<file path="src/rtl/mult_div_unit_pkg.sv">
// Shared definitions for the multiply/divide unit.
//   LEN_WORD : architectural data word width.
//   MDU_*    : op encodings presented on mult_div_unit.op.
//   mdu_state_t : sequencing states of the iterative datapath.
package mult_div_unit_pkg;

    localparam int LEN_WORD = 32;

    localparam logic [1:0] MDU_MULTU = 2'b00;
    localparam logic [1:0] MDU_MULT  = 2'b01;
    localparam logic [1:0] MDU_DIVU  = 2'b10;
    localparam logic [1:0] MDU_DIV   = 2'b11;

    typedef enum logic [1:0] {
        IDLE = 2'b00,
        RUN  = 2'b01,
        FIX  = 2'b10
    } mdu_state_t;

endpackage

</file>
<file path="src/rtl/mult_div_unit_step.sv">
// mdu_step: one radix-2 iteration of the unsigned multiply/divide datapath.
// Ports:
//   acc      in  2*LEN  current accumulator {upper, lower}
//   operand  in  LEN    multiplicand or divisor magnitude
//   is_div   in  1      1 = restoring divide step, 0 = shift-add multiply step
//   acc_next out 2*LEN  accumulator after this iteration
// Multiply: upper half accumulates, whole register shifts right; the
// multiplier is consumed from bit 0 while product bits fill from the top.
// Divide: {remainder, dividend} shifts left; quotient bits fill bit 0.
module mdu_step
    import mult_div_unit_pkg::*;
#(
    parameter int LEN = LEN_WORD
) (
    input  logic [2*LEN-1:0] acc,
    input  logic [LEN-1:0]   operand,
    input  logic             is_div,
    output logic [2*LEN-1:0] acc_next
);

    logic [LEN:0]   add_sum;
    logic [LEN:0]   rem_shift;
    logic [LEN-1:0] rem_diff;

    always_comb begin
        add_sum   = {1'b0, acc[2*LEN-1:LEN]} + ({(LEN+1){acc[0]}} & {1'b0, operand});
        rem_shift = {acc[2*LEN-1:LEN], acc[LEN-1]};
        // Only used when rem_shift >= operand, so the result fits in LEN bits.
        rem_diff  = rem_shift[LEN-1:0] - operand;
        if (is_div) begin
            if (rem_shift >= {1'b0, operand}) begin
                acc_next = {rem_diff, acc[LEN-2:0], 1'b1};
            end else begin
                acc_next = {rem_shift[LEN-1:0], acc[LEN-2:0], 1'b0};
            end
        end else begin
            acc_next = {add_sum, acc[LEN-1:1]};
        end
    end

endmodule

</file>
<file path="src/rtl/mult_div_unit.sv">
// mult_div_unit: iterative MULT/MULTU/DIV/DIVU into HI/LO, plus MTHI/MTLO.
// Ports:
//   clk, reset (async, active low)
//   flush    in  EX flush, aborts an in-flight operation
//   start    in  arithmetic MDU instruction valid in EX
//   op       in  00 MULTU, 01 MULT, 10 DIVU, 11 DIV
//   num_1    in  rs operand,  num_2 in rt operand
//   rd_req   in  MFHI/MFLO valid in EX
//   wr_hi    in  MTHI valid,  wr_lo in MTLO valid,  wr_data in source value
//   hi, lo   out architectural HI/LO
//   busy     out operation in flight
//   done     out one-cycle pulse when HI/LO take a new result
//   stall    out hold IF/ID/EX while a dependent MDU instruction waits
//
// state | meaning
// IDLE  | waiting; accepts start or MTHI/MTLO
// RUN   | one radix-2 step per cycle, LEN cycles
// FIX   | sign correction and HI/LO write-back
module mult_div_unit
    import mult_div_unit_pkg::*;
#(
    parameter int LEN     = LEN_WORD,
    parameter int LEN_CNT = 6
) (
    input  logic           clk,
    input  logic           reset,
    input  logic           flush,
    input  logic           start,
    input  logic [1:0]     op,
    input  logic [LEN-1:0] num_1,
    input  logic [LEN-1:0] num_2,
    input  logic           rd_req,
    input  logic           wr_hi,
    input  logic           wr_lo,
    input  logic [LEN-1:0] wr_data,
    output logic [LEN-1:0] hi,
    output logic [LEN-1:0] lo,
    output logic           busy,
    output logic           done,
    output logic           stall
);

    mdu_state_t state_q, state_d;

    logic [2*LEN-1:0] acc_q, acc_next;
    logic [LEN-1:0]   operand_q;
    logic [LEN_CNT-1:0] cnt_q;
    logic             is_div_q, neg_res_q, neg_rem_q;
    logic [LEN-1:0]   hi_q, lo_q;
    logic             done_q;

    logic load, step_en, commit, wr_hi_en, wr_lo_en;
    logic neg_a, neg_b;
    logic [LEN-1:0]   mag_a, mag_b;
    logic [2*LEN-1:0] prod;
    logic [LEN-1:0]   res_hi, res_lo;

    // Signed ops work on magnitudes; the most negative value maps to 2^(LEN-1).
    always_comb begin
        neg_a = op[0] & num_1[LEN-1];
        neg_b = op[0] & num_2[LEN-1];
        mag_a = neg_a ? -num_1 : num_1;
        mag_b = neg_b ? -num_2 : num_2;
    end

    mdu_step #(.LEN(LEN)) u_step (
        .acc      (acc_q),
        .operand  (operand_q),
        .is_div   (is_div_q),
        .acc_next (acc_next)
    );

    always_comb begin
        state_d  = state_q;
        load     = 1'b0;
        step_en  = 1'b0;
        commit   = 1'b0;
        wr_hi_en = 1'b0;
        wr_lo_en = 1'b0;
        case (state_q)
            IDLE: begin
                if (start && !flush) begin
                    load    = 1'b1;
                    state_d = RUN;
                end else if (!start && !flush) begin
                    // start wins over a coincident MTHI/MTLO
                    wr_hi_en = wr_hi;
                    wr_lo_en = wr_lo;
                end
            end
            RUN: begin
                if (flush) begin
                    state_d = IDLE;
                end else begin
                    step_en = 1'b1;
                    if (cnt_q == LEN_CNT'(LEN - 1)) state_d = FIX;
                end
            end
            FIX: begin
                state_d = IDLE;
                commit  = !flush;
            end
            default: state_d = IDLE;
        endcase
    end

    // Remainder follows the dividend sign; quotient/product follow sign xor.
    always_comb begin
        prod = neg_res_q ? -acc_q : acc_q;
        if (is_div_q) begin
            res_lo = neg_res_q ? -acc_q[LEN-1:0] : acc_q[LEN-1:0];
            res_hi = neg_rem_q ? -acc_q[2*LEN-1:LEN] : acc_q[2*LEN-1:LEN];
        end else begin
            res_lo = prod[LEN-1:0];
            res_hi = prod[2*LEN-1:LEN];
        end
    end

    always_ff @(posedge clk or negedge reset) begin
        if (!reset) begin
            state_q   <= IDLE;
            acc_q     <= '0;
            operand_q <= '0;
            cnt_q     <= '0;
            is_div_q  <= 1'b0;
            neg_res_q <= 1'b0;
            neg_rem_q <= 1'b0;
            hi_q      <= '0;
            lo_q      <= '0;
            done_q    <= 1'b0;
        end else begin
            state_q <= state_d;
            done_q  <= commit;
            if (load) begin
                acc_q     <= {{LEN{1'b0}}, mag_a};
                operand_q <= mag_b;
                cnt_q     <= '0;
                is_div_q  <= op[1];
                neg_res_q <= neg_a ^ neg_b;
                neg_rem_q <= neg_a;
            end else if (step_en) begin
                acc_q <= acc_next;
                cnt_q <= cnt_q + LEN_CNT'(1);
            end
            if (commit) begin
                hi_q <= res_hi;
                lo_q <= res_lo;
            end else begin
                if (wr_hi_en) hi_q <= wr_data;
                if (wr_lo_en) lo_q <= wr_data;
            end
        end
    end

    assign hi    = hi_q;
    assign lo    = lo_q;
    assign done  = done_q;
    assign busy  = (state_q != IDLE);
    assign stall = busy && (start || rd_req || wr_hi || wr_lo);

endmodule

</file>
<file path="config.mk">
export PLATFORM = sky130hd
export DESIGN_NAME = mult_div_unit
export DESIGN_NICKNAME = d
export VERILOG_FILES = /design/src/rtl/mult_div_unit_pkg.sv /design/src/rtl/mult_div_unit_step.sv /design/src/rtl/mult_div_unit.sv
export SDC_FILE = /design/constraint.sdc
export NUM_CORES = 1
export LEC_CHECK = 0
export BUFFER_PORTS_ARGS = -buffer_cell sky130_fd_sc_hd__buf_2
export CAP_MARGIN = 20
export CORE_ASPECT_RATIO = 2
export CORE_MARGIN = 1
export CORE_UTILIZATION = 35
export CTS_BUF_LIST = sky130_fd_sc_hd__clkbuf_8
export DETAILED_ROUTE_END_ITERATION = 16
export MAX_ROUTING_LAYER = met4
export PLACE_DENSITY_LB_ADDON = 0.15
export RECOVER_POWER = 50
export SYNTH_ARGS = -nofsm -noshare
export SYNTH_HDL_FRONTEND = slang
export SYNTH_HIERARCHICAL = 1
export SYNTH_SLANG_ARGS = --single-unit
</file>
<file path="constraint.sdc">
create_clock -name clk -period 3.8 [get_ports clk]
set_input_delay 1.14 -clock clk [delete_from_list [all_inputs] [get_ports clk]]
set_output_delay 1.14 -clock clk [all_outputs]
set_load 0.03 [all_outputs]
</file>
==> metrics.yaml <==
status: "finished with violations"
violations: "max-capacitance violations, max-slew violations"
synth_mux_area_frac: 0.0918
synth_top_family_by_area: "compound AO/OA/AOI/OAI gates"
grt_pass1_vias: 14940
globalRouteMet1Util: 0.258
p_int_mw: 6.48
worstHoldPathType: "reg2reg"
drtPass1Iterations: 5
p_switching_mw: 6.64
netlist_instances: 1893
setup-tns-final_ps: 0
maxSlewHeadroom: -0.380
power_frac_comb: 0.655
die_w_um: 150
grt_max_degree: 97
layoutNonFillerInstCount: 2635
synth_area_per_cell_um2: 8.07
grt.met2_usage: 0.489
setup_slack_ps: 139
pre_cts_slack_ps: -57.1
drive_gt1_frac: 0.194
wl_per_cell_um: 22.0
synth-edff-count: 0
io_buffers: 171
synth-adder-area-share: 0.0592
synthArstFlopShare: 1.00
wl_um: 58000
peakVddDrop_mv: 0.346
nets: 2252
ant_nets: 0
powerDensity_nw_per_um2: 743
synth_fp_nets: 2069
synthDistinctLibCells: 97
synthFlopType: "dfrtp_1"
vias_per_cell: 5.65
fp.dieH_um: 297
clock_sinks: 172
power.share.clock: 0.116
route.detailed.drc: 0
synth_compound_area_frac: 0.221
clock_latency_ps: 530
htreeDepth: 4
drt_iter0_markers: 663
yosysWarnings: 6
pwr-share-seq: 0.229
fmax_mhz: 273
fin_hold_ws_ps: 490
cts_tree: "done"
swShare: 0.506
start_util: 0.356
vias: 14888
busiest_layer: "met2"
fp.dieArea_um2: 44500
critPathCaptureType: "register"
p_total_mw: 13.1
min_period_ps: 3660
final-setup-viol-count: 0
ys_seq_area_frac: 0.282
finClkSkew_ps: 19.4
pin_count: 172
grt_usage: 0.270
place.gp.congestion: 0.973
synth_xor_area_frac: 0.0941
finalMaxSlewViolations: 140
cap_viol_max_count: 3
clkTransAtPathRegs_ps: 100
start_kind: "register"
gr-usage-met3: 0.0273
netlist_area_um2: 15300
fp-row-count: 107
critPathMaxFanout: 30
arrival_ps: 4060
coreArea_um2: 42800
holdBufCountCts: 0
tightest_slew_ps: 2070
rsz0062_at_grt: "yes"
ys_ff_latch: 172
leakagePower_nw: 8.05
root_buffer: "clkbuf_8"
area_growth_pct: 15.7
critical_path_class: "reg2reg"
grt_overflow_total: 0
synthSimpleGateAreaFrac: 0.207
clock_path_buffers: 2
hold_violations: 0
dp_hpwl_um: 46400
grt_pass1_wl_um: 87700
period_share: 0.964
worstPathRequired_ps: 4200
antenna_found_initial: 1
numCtsBuffers: 17
dp_cells: 2601
kinds of logic (layout without fill, tap and decap cells):
kind of cell / Yosys count / after routing
flops: 172 / 172
simple gates: 636 / 636
other cells: 0 / 1
compound gates: 543 / 543
xor+xnor: 164 / 164
fa+ha+maj: 71 / 71
buf+inv: 173 / 369
mux: 134 / 134
repair_timing:
item,CTS,global route
gates cloned,0,0
endpoints found under the setup margin,2,4
pin swaps,1,2
resized for setup,1,6
buffers inserted,0,1
per-stage QoR:
stage / area (um2) / util
after floorplan: 15300 / -
after global placement: 17200 / 0.402
after detailed placement: 17200 / 0.403
after CTS: 17700 / 0.413
after global routing: 17700 / 0.412
final: 17700 / 0.412
worst max-delay path, stage by stage, from the launching register on:
cell      delay [ps]
dfrtp_1          440
buf_12           180
and2_1           150
ha_1             210
fa_2             380
a21oi_4          200
o21ai_2           90
a211oi_2         340
nor4_1           130
or3_4            380
a221o_2          400
a31oi_2          200
xor2_1           170
mux2i_1           80
nand2_1           70
o21ai_0           70
cell usage after synthesis (20+ instances only):
| cell type | number | area, um2 |
|---|---|---|
| ha_1 | 69 | 863 |
| a22oi_1 | 20 | 150 |
| clkbuf_1 | 87 | 327 |
| xnor2_1 | 86 | 753 |
| o21ai_0 | 184 | 921 |
| nand3_1 | 31 | 155 |
| nand2_1 | 240 | 901 |
| nor2_1 | 133 | 499 |
| and2_1 | 40 | 250 |
| mux2i_1 | 86 | 861 |
| a21oi_1 | 142 | 711 |
| dfrtp_1 | 172 | 4300 |
| mux2_2 | 48 | 541 |
| xor2_1 | 78 | 683 |
| o21ai_1 | 22 | 110 |
| nand4_1 | 29 | 181 |
| inv_1 | 58 | 218 |
| nor3_1 | 45 | 225 |
final cells by class:
type	count	area, um2
Fill cell	4515	25200
Multi-Input combinational cell	1548	10300
Sequential cell	172	4310
Timing Repair Buffer	278	1670
Tap cell	545	682
Clock buffer	20	275
Inverter	59	221
Clock inverter	12	170
Antenna cell	1	2.50
placed cells by master, fill, tap and decap left out, types with 6 or more instances in the layout:
cell type,Yosys,routed
a211o_1,7,7
a211oi_1,12,12
a21o_1,19,19
a21oi_1,142,141
a22o_1,10,10
a22oi_1,20,20
a31oi_1,19,17
and2_1,40,40
and3_1,13,13
buf_2,9,169
buf_4,1,95
clkbuf_1,87,7
clkbuf_8,0,20
dfrtp_1,172,171
ha_1,69,69
inv_1,58,60
mux2_2,48,48
mux2i_1,86,86
nand2_1,240,238
nand2b_1,15,15
nand3_1,31,31
nand4_1,29,29
nor2_1,133,132
nor3_1,45,45
nor4_1,18,18
nor4_2,6,6
o211ai_1,6,6
o21a_1,7,7
o21ai_0,184,184
o21ai_1,22,21
o21bai_1,8,8
o22ai_1,8,8
o31ai_1,19,18
o41ai_1,10,10
or3_1,17,16
xnor2_1,86,86
xor2_1,78,78
routing by layer:
layer	wire, um	part of all wire
met5	0	0
met4	4660	0.080
met3	1830	0.031
met2	31100	0.54
met1	20400	0.35
final timing paths:
check / from / to / slack (ps) / cells after the start
worst max register to register: acc_q[0] / acc_q[61] / 140 / 15
worst max-delay path: acc_q[0] / acc_q[61] / 140 / 15
max in group asynchronous: reset / operand_q[31] / 620 / 2
min in group asynchronous: reset / lo[9] / 1170 / 1
worst min-delay path: cnt_q[5] / state_q[1] / 490 / 1
worst min register to register: cnt_q[5] / state_q[1] / 490 / 1
power groups by stage:
| stage | sequential (mW) | combinational (mW) | clock, mW |
|---|---|---|---|
| finish | 3.00 | 8.59 | 1.52 |
| global route | 3.09 | 9.33 | 1.62 |
| CTS | 3.01 | 8.51 | 1.56 |
| detailed placement | 3.04 | 8.47 | 0 |
| global placement | 3.03 | 8.43 | 0 |
| floorplan | 3.25 | 5.33 | 0 |
sequential cells by signal, summed over array words and instances, names as in the netlist:
name / cells
neg_rem_q: 1
operand_q: 32
neg_res_q: 1
acc_q: 64
state_q: 2
is_div_q: 1
hi: 32
done: 1
lo: 32
cnt_q: 6
No activity file was read; power rests on OpenSTA's default activity.
